--- config.mk ---
export PLATFORM = sky130hd
export DESIGN_NAME = sliding_window_3x3_flat
export DESIGN_NICKNAME = d
export VERILOG_FILES = /design/src/rtl/sliding_window_3x3_if.sv /design/src/rtl/sliding_window_3x3.sv /design/src/flat_wrapper.sv
export SDC_FILE = /design/constraint.sdc
export NUM_CORES = 1
export LEC_CHECK = 0
export CAP_MARGIN = 20
export CELL_PAD_IN_SITES_DETAIL_PLACEMENT = 1
export CELL_PAD_IN_SITES_GLOBAL_PLACEMENT = 1
export CORE_UTILIZATION = 25
export DETAILED_ROUTE_END_ITERATION = 6
export PLACE_DENSITY_LB_ADDON = 0.1
export SLEW_MARGIN = 25
export SYNTH_ARGS = -nofsm -noshare
export SYNTH_HDL_FRONTEND = slang
export SYNTH_SLANG_ARGS = --single-unit
--- constraint.sdc ---
create_clock -name clk -period 3.7 [get_ports clk]
set_input_delay 1.11 -clock clk [delete_from_list [all_inputs] [get_ports clk]]
set_output_delay 1.11 -clock clk [all_outputs]
set_load 0.005 [all_outputs]
--- src/rtl/sliding_window_3x3_if.sv ---
// Pixel-in / window-out stream bundle for sliding_window_3x3.
// The slave modport is the block side; the master modport is the source/sink side.
interface sliding_window_3x3_if #(
    parameter int unsigned IMG_WIDTH  = 10,
    parameter int unsigned IMG_HEIGHT = 10,
    parameter int unsigned PIX_W      = 8
);
    localparam int unsigned ROW_W = $clog2(IMG_HEIGHT);
    localparam int unsigned COL_W = $clog2(IMG_WIDTH);

    logic             in_valid;
    logic [PIX_W-1:0] in_pixel;
    logic             in_ready;
    logic             out_ready;
    logic             out_valid;
    logic [PIX_W-1:0] p0, p1, p2, p3, p4, p5, p6, p7, p8;
    logic [ROW_W-1:0] out_row;
    logic [COL_W-1:0] out_col;
    logic             frame_done;

    modport master (
        output in_valid, in_pixel, out_ready,
        input  in_ready, out_valid, p0, p1, p2, p3, p4, p5, p6, p7, p8,
        input  out_row, out_col, frame_done
    );

    modport slave (
        input  in_valid, in_pixel, out_ready,
        output in_ready, out_valid, p0, p1, p2, p3, p4, p5, p6, p7, p8,
        output out_row, out_col, frame_done
    );
endinterface

--- src/rtl/sliding_window_3x3.sv ---
// Streaming 3x3 neighbourhood generator: two line buffers feed a 3x3 shift array that
// doubles as the output register, emitting one window per accepted bottom-right pixel.
module sliding_window_3x3 #(
    parameter int unsigned IMG_WIDTH  = 10,
    parameter int unsigned IMG_HEIGHT = 10,
    parameter int unsigned PIX_W      = 8
) (
    input logic                clk,
    input logic                rst,
    sliding_window_3x3_if.slave io_win
);
    localparam int unsigned ROW_W = $clog2(IMG_HEIGHT);
    localparam int unsigned COL_W = $clog2(IMG_WIDTH);

    localparam logic [ROW_W-1:0] ROW_LAST     = ROW_W'(IMG_HEIGHT - 1);
    localparam logic [COL_W-1:0] COL_LAST     = COL_W'(IMG_WIDTH - 1);
    localparam logic [ROW_W-1:0] ROW_WIN_LAST = ROW_W'(IMG_HEIGHT - 3);
    localparam logic [COL_W-1:0] COL_WIN_LAST = COL_W'(IMG_WIDTH - 3);

    typedef enum logic {StFill, StRun} state_e;

    state_e           r_state, w_state_next;
    logic [ROW_W-1:0] r_row, w_row_next;
    logic [COL_W-1:0] r_col, w_col_next;

    logic [PIX_W-1:0] r_lb1 [IMG_WIDTH];
    logic [PIX_W-1:0] r_lb2 [IMG_WIDTH];
    logic [PIX_W-1:0] r_win [3][3];

    logic             r_out_valid;
    logic [ROW_W-1:0] r_out_row;
    logic [COL_W-1:0] r_out_col;
    logic             r_frame_done;

    logic w_in_ready;
    logic w_accept;
    logic w_win_load;

    assign w_in_ready = !r_out_valid || io_win.out_ready;
    assign w_accept   = io_win.in_valid && w_in_ready;

    always_comb begin
        w_state_next = r_state;
        w_row_next   = r_row;
        w_col_next   = r_col;
        w_win_load   = 1'b0;
        if (w_accept) begin
            w_win_load = (r_state == StRun) && (r_col >= COL_W'(2));
            if (r_col == COL_LAST) begin
                w_col_next = '0;
                w_row_next = (r_row == ROW_LAST) ? '0 : r_row + ROW_W'(1);
            end else begin
                w_col_next = r_col + COL_W'(1);
            end
            w_state_next = (w_row_next >= ROW_W'(2)) ? StRun : StFill;
        end
    end

    always_ff @(posedge clk or posedge rst) begin
        if (rst) begin
            r_state      <= StFill;
            r_row        <= '0;
            r_col        <= '0;
            r_out_valid  <= 1'b0;
            r_out_row    <= '0;
            r_out_col    <= '0;
            r_frame_done <= 1'b0;
            for (int i = 0; i < 3; i++) begin
                for (int j = 0; j < 3; j++) begin
                    r_win[i][j] <= '0;
                end
            end
        end else begin
            r_state <= w_state_next;
            r_row   <= w_row_next;
            r_col   <= w_col_next;
            // Every accept shifts a column in, so c=0/1 pixels prime the array for c=2.
            if (w_accept) begin
                for (int i = 0; i < 3; i++) begin
                    r_win[i][0] <= r_win[i][1];
                    r_win[i][1] <= r_win[i][2];
                end
                r_win[0][2] <= r_lb2[r_col];
                r_win[1][2] <= r_lb1[r_col];
                r_win[2][2] <= io_win.in_pixel;
            end
            if (w_win_load) begin
                r_out_valid <= 1'b1;
                r_out_row   <= r_row - ROW_W'(2);
                r_out_col   <= r_col - COL_W'(2);
            end else if (io_win.out_ready) begin
                r_out_valid <= 1'b0;
            end
            r_frame_done <= r_out_valid && io_win.out_ready &&
                            (r_out_row == ROW_WIN_LAST) && (r_out_col == COL_WIN_LAST);
        end
    end

    // Line buffers are write-before-read safe: a column is always rewritten before reuse.
    always_ff @(posedge clk) begin
        if (w_accept) begin
            r_lb2[r_col] <= r_lb1[r_col];
            r_lb1[r_col] <= io_win.in_pixel;
        end
    end

    assign io_win.in_ready   = w_in_ready;
    assign io_win.out_valid  = r_out_valid;
    assign io_win.out_row    = r_out_row;
    assign io_win.out_col    = r_out_col;
    assign io_win.frame_done = r_frame_done;
    assign io_win.p0 = r_win[0][0];
    assign io_win.p1 = r_win[0][1];
    assign io_win.p2 = r_win[0][2];
    assign io_win.p3 = r_win[1][0];
    assign io_win.p4 = r_win[1][1];
    assign io_win.p5 = r_win[1][2];
    assign io_win.p6 = r_win[2][0];
    assign io_win.p7 = r_win[2][1];
    assign io_win.p8 = r_win[2][2];
endmodule

--- src/flat_wrapper.sv ---
// flat-port wrapper written by rule: the top's interface ports become plain ports
module sliding_window_3x3_flat 
#(
    parameter int unsigned IMG_WIDTH  = 10,
    parameter int unsigned IMG_HEIGHT = 10,
    parameter int unsigned PIX_W      = 8
)
  (clk, rst, io_win_in_valid, io_win_in_pixel, io_win_out_ready, io_win_in_ready, io_win_out_valid, io_win_p0, io_win_p1, io_win_p2, io_win_p3, io_win_p4, io_win_p5, io_win_p6, io_win_p7, io_win_p8, io_win_out_row, io_win_out_col, io_win_frame_done);
  sliding_window_3x3_if #(.IMG_WIDTH(IMG_WIDTH), .IMG_HEIGHT(IMG_HEIGHT), .PIX_W(PIX_W)) io_win_i ();
  input logic clk;
  input logic rst;
  input wire logic [$bits(io_win_i.in_valid)-1:0] io_win_in_valid;
  input wire logic [$bits(io_win_i.in_pixel)-1:0] io_win_in_pixel;
  input wire logic [$bits(io_win_i.out_ready)-1:0] io_win_out_ready;
  output wire logic [$bits(io_win_i.in_ready)-1:0] io_win_in_ready;
  output wire logic [$bits(io_win_i.out_valid)-1:0] io_win_out_valid;
  output wire logic [$bits(io_win_i.p0)-1:0] io_win_p0;
  output wire logic [$bits(io_win_i.p1)-1:0] io_win_p1;
  output wire logic [$bits(io_win_i.p2)-1:0] io_win_p2;
  output wire logic [$bits(io_win_i.p3)-1:0] io_win_p3;
  output wire logic [$bits(io_win_i.p4)-1:0] io_win_p4;
  output wire logic [$bits(io_win_i.p5)-1:0] io_win_p5;
  output wire logic [$bits(io_win_i.p6)-1:0] io_win_p6;
  output wire logic [$bits(io_win_i.p7)-1:0] io_win_p7;
  output wire logic [$bits(io_win_i.p8)-1:0] io_win_p8;
  output wire logic [$bits(io_win_i.out_row)-1:0] io_win_out_row;
  output wire logic [$bits(io_win_i.out_col)-1:0] io_win_out_col;
  output wire logic [$bits(io_win_i.frame_done)-1:0] io_win_frame_done;
  assign io_win_i.in_valid = io_win_in_valid;
  assign io_win_i.in_pixel = io_win_in_pixel;
  assign io_win_i.out_ready = io_win_out_ready;
  assign io_win_in_ready = io_win_i.in_ready;
  assign io_win_out_valid = io_win_i.out_valid;
  assign io_win_p0 = io_win_i.p0;
  assign io_win_p1 = io_win_i.p1;
  assign io_win_p2 = io_win_i.p2;
  assign io_win_p3 = io_win_i.p3;
  assign io_win_p4 = io_win_i.p4;
  assign io_win_p5 = io_win_i.p5;
  assign io_win_p6 = io_win_i.p6;
  assign io_win_p7 = io_win_i.p7;
  assign io_win_p8 = io_win_i.p8;
  assign io_win_out_row = io_win_i.out_row;
  assign io_win_out_col = io_win_i.out_col;
  assign io_win_frame_done = io_win_i.frame_done;
  sliding_window_3x3 #(.IMG_WIDTH(IMG_WIDTH), .IMG_HEIGHT(IMG_HEIGHT), .PIX_W(PIX_W)) u_core (.clk(clk), .rst(rst), .io_win(io_win_i));
endmodule
==> summary.txt, run 1 <==
Run status
  • Status: completed

Final layout
  • Share of layout cells above drive strength 1: 18.8%
  • N_diodes: 0
  • Synth-to-Final Area Change: 28.4%
  • Utilization after layout: 32.5%
  • Commonest non-fill, non-tap cell in the layout: nand2_1
  • Nets: 808
  • Commonest cells after routing, fill and taps aside: 206 x nand2_1, 160 x edfxtp_1, 94 x clkdlybuf4s50_1

Timing
  • Setup Skew: about 0.016 ns
  • Slew Limit Fails: 0
  • Unrepaired setup endpoints after global routing: false
  • Final period utilization: 91.0%
  • Final hold vios: 0
  • F_max: 0.297 GHz
  • # setup viols final: 0
  • Final TNS setup: 0 ns
  • Minimum clock period: ~3.4 ns
  • Tightest Pin Transition: just under 1 ns
  • Worst slew margin: 34.8%

Power
  • Static Leak: 0.00481 uW
  • Pwr per Cell Area: 865 nW/um^2
  • Peak VDD IR: approximately 0.37 mV

Floorplanning
  • Area of the core: roughly 39,000 um^2
  • Ports: 95
  • Die W: 200 um
  • Rows: 72
  • Initial Util: 25.3%
  • DIE AREA: 40,000 um^2
  • DIE HEIGHT: 200 um

Synth
  • Yosys warnings: 0
  • Xor-xnor portion of the synthesized cell area: less than 1%
  • Post-Syn Area per Cell: 14.7 um^2
  • Post-Syn Instances: 667
  • Synthesized Nets: 683
  • Sequential share of the synthesized area: 72.3%
  • Synth unique cells: 43
  • Simple-Gate Fraction of Synth Area: 10.2%
  • Complex-gate fraction of the synthesized area: 3.11%
  • Main combinational cell family by area after synthesis: multiplexers
  • Synthesized-area fraction occupied by adder cells: 0.511%
  • Post-synthesis mux area share: 10.9%
  • Post-Syn Area: ~10000 um^2
  • #FFs+latches synth: 251

Clock network
  • TritonCTS clock tree: built
  • Clock slew at reported path FFs: 0.06 ns
  • Sink Count: 251
  • Num CTS Buffers: 29
  • Post-CTS Setup Inserts: 0
  • Clk root buf: clkbuf_16
  • Number of gates resized after CTS: 0
  • Htree depth: 1
  • Clock buffer depth: 3
  • Hold_buf cts: 0
  • Worst-Skew Late Latency: 0.55 ns

Critical path
  • Reg2Reg Depth: 5
  • Startpoint type of the worst setup path: input pin
  • Critical Path RT: 2.59 ns
  • CP Class: in -> out
  • Worst-path fanout max: 2
  • Setup crit end kind: output port
  • Worst EP arrival: 2.26 ns

Routing
  • Iter 0 DRT Violations: ~210
  • First-pass DRT Iterations: 6
  • Via density: 4.33
  • Post-route ant nets: 0
  • WL final: 25,800 um
  • WL/cell: 19.4 um
  • Via Count: 5,775
  • Drt drc: 0

Place
  • Port Buffer Count: between 90 and 100
  • Gpl congestion: between 0.7 and 0.8
  • Final HPWL DP: between 15,000 and 20,000 um

Global routing
  • Overflow after GRT: 0
  • Met3 GRT Util: 1.93%
  • GR Util met1: 17.2%
  • Largest net degree at the start of global routing: 92
  • First-pass GRT wire length: 39,800 um
  • Most Crowded Layer GR: met2
  • Total track usage: a little over an eighth
  • Vias in the first global route: 6,419
  • GRT met2 Usage: a little under a quarter
  • Initial antenna violation count: 0

Min path
  • Type of the worst min-delay path: reg -> reg
  • Hold path cells: 1

Run
  • Number of max-cap violations: 0
## routing by layer
layer / vias up / share of wire, %
met2: 105 / 50
met4: 0 / 2.1
met5: - / 0
met3: 43 / 3.3
met1: 2968 / 44
li1: 2659 / -
## synth_stat cells
master	number	area share [%]
o311ai_1	8	0.72
and2_1	1	0.064
nand3b_1	1	0.077
buf_6	2	0.23
nand3_1	3	0.15
o21ai_0	8	0.41
or2_2	1	0.064
and2b_1	1	0.077
nor3_1	4	0.20
nor4_1	2	0.13
buf_2	16	0.82
nand4b_1	2	0.18
or3_1	1	0.064
and3b_1	1	0.089
dfrtp_1	91	23
xnor2_1	5	0.45
a22oi_1	10	0.77
o22ai_1	1	0.064
xor2_1	2	0.18
a21oi_1	6	0.31
mux2i_1	11	1.1
ha_1	4	0.51
a311o_1	2	0.20
nor2_1	15	0.58
and3_1	1	0.064
nor2b_1	2	0.13
inv_1	6	0.23
buf_8	1	0.15
a41oi_1	1	0.089
a311oi_1	1	0.089
mux4_1	5	1.3
mux2_2	35	4.0
a221oi_1	2	0.18
a31oi_1	2	0.13
edfxtp_1	160	49
o21bai_1	1	0.077
mux4_2	19	4.4
nand4_1	4	0.26
nand2_1	207	7.9
a21o_1	1	0.077
clkbuf_1	13	0.50
buf_4	5	0.38
nand2b_1	3	0.19
## metrics by stage
| stage | setup WS (ns) | instance area, um^2 | instances | power, uW | hold slack [ns] |
|---|---|---|---|---|---|
| 2_1_floorplan | 0.110 | 9800 | 667 | 6110 | 0.454 |
| 3_3_place_gp | 0.361 | 11500 | 1279 | 7930 | 0.458 |
| 3_5_place_dp | 0.324 | 11600 | 1279 | 8040 | 0.456 |
| 4_1_cts | 0.314 | 12600 | 1333 | 11100 | 0.463 |
| 5_1_grt | 0.303 | 12600 | 1333 | 11500 | 0.497 |
| 6_report | 0.334 | 12600 | 1333 | 10900 | 0.459 |
## layout make-up
| class | instances | area [um^2] |
|---|---|---|
| multi-input cells | 373 | 2560 |
| clock buffers | 35 | 811 |
| fillers | 4027 | 26100 |
| clock inverters | 19 | 201 |
| well taps | 518 | 648 |
| repair buffers | 131 | 1240 |
| flip-flops and latches | 251 | 7080 |
| inverters | 6 | 25.0 |
## sequential cells by signal (all words and copies together), names as in the netlist, 8 cells and up
register	flops
u_core.r_lb2	80
u_core.io_win.p2	8
u_core.io_win.p4	8
u_core.io_win.p1	8
u_core.io_win.p5	8
u_core.io_win.p7	8
u_core.io_win.p3	8
u_core.r_lb1	80
u_core.io_win.p6	8
u_core.io_win.p0	8
u_core.io_win.p8	8
## path summary, 6_finish.rpt
path / start / endpoint / slack [ns]
min: u_core.io_win.out_col[3] / u_core.io_win.frame_done / 0.46
max reg2reg: u_core.r_col[1] / u_core.io_win.p2[2] / 1.04
min reg2reg: u_core.io_win.out_col[3] / u_core.io_win.frame_done / 0.46
min in group asynchronous: rst / u_core.io_win.p0[2] / 1.05
max: io_win_out_ready / io_win_in_ready / 0.33
max in group asynchronous: rst / u_core.io_win.p5[7] / 2.22
## worst max-delay path, cell delays in order
cell,delay (ns)
clkdlybuf4s50_1,0.48
nand2b_1,0.15
clkdlybuf4s50_1,0.52
## report_power, final
part           switching [uW]  internal [uW]
clock network            1160           1840
logic                    1670           1710
registers                 591           3900
## cell families (layout without fill, tap and decap cells)
kind of cell,after synthesis,after routing
compound gates,43,43
buf+inv,43,191
fa+ha+maj,4,4
simple gates,249,249
xor+xnor,7,7
mux,70,70
flops,251,251
No activity file was read; power rests on OpenSTA's default activity.
==> inputs of run 2 (changes only) <==
Settings changed: SKIP_CTS_REPAIR_TIMING from default to 1.
==> results of run 2 <==
No change in the layout: final DEF, timing and power equal those of run 1.
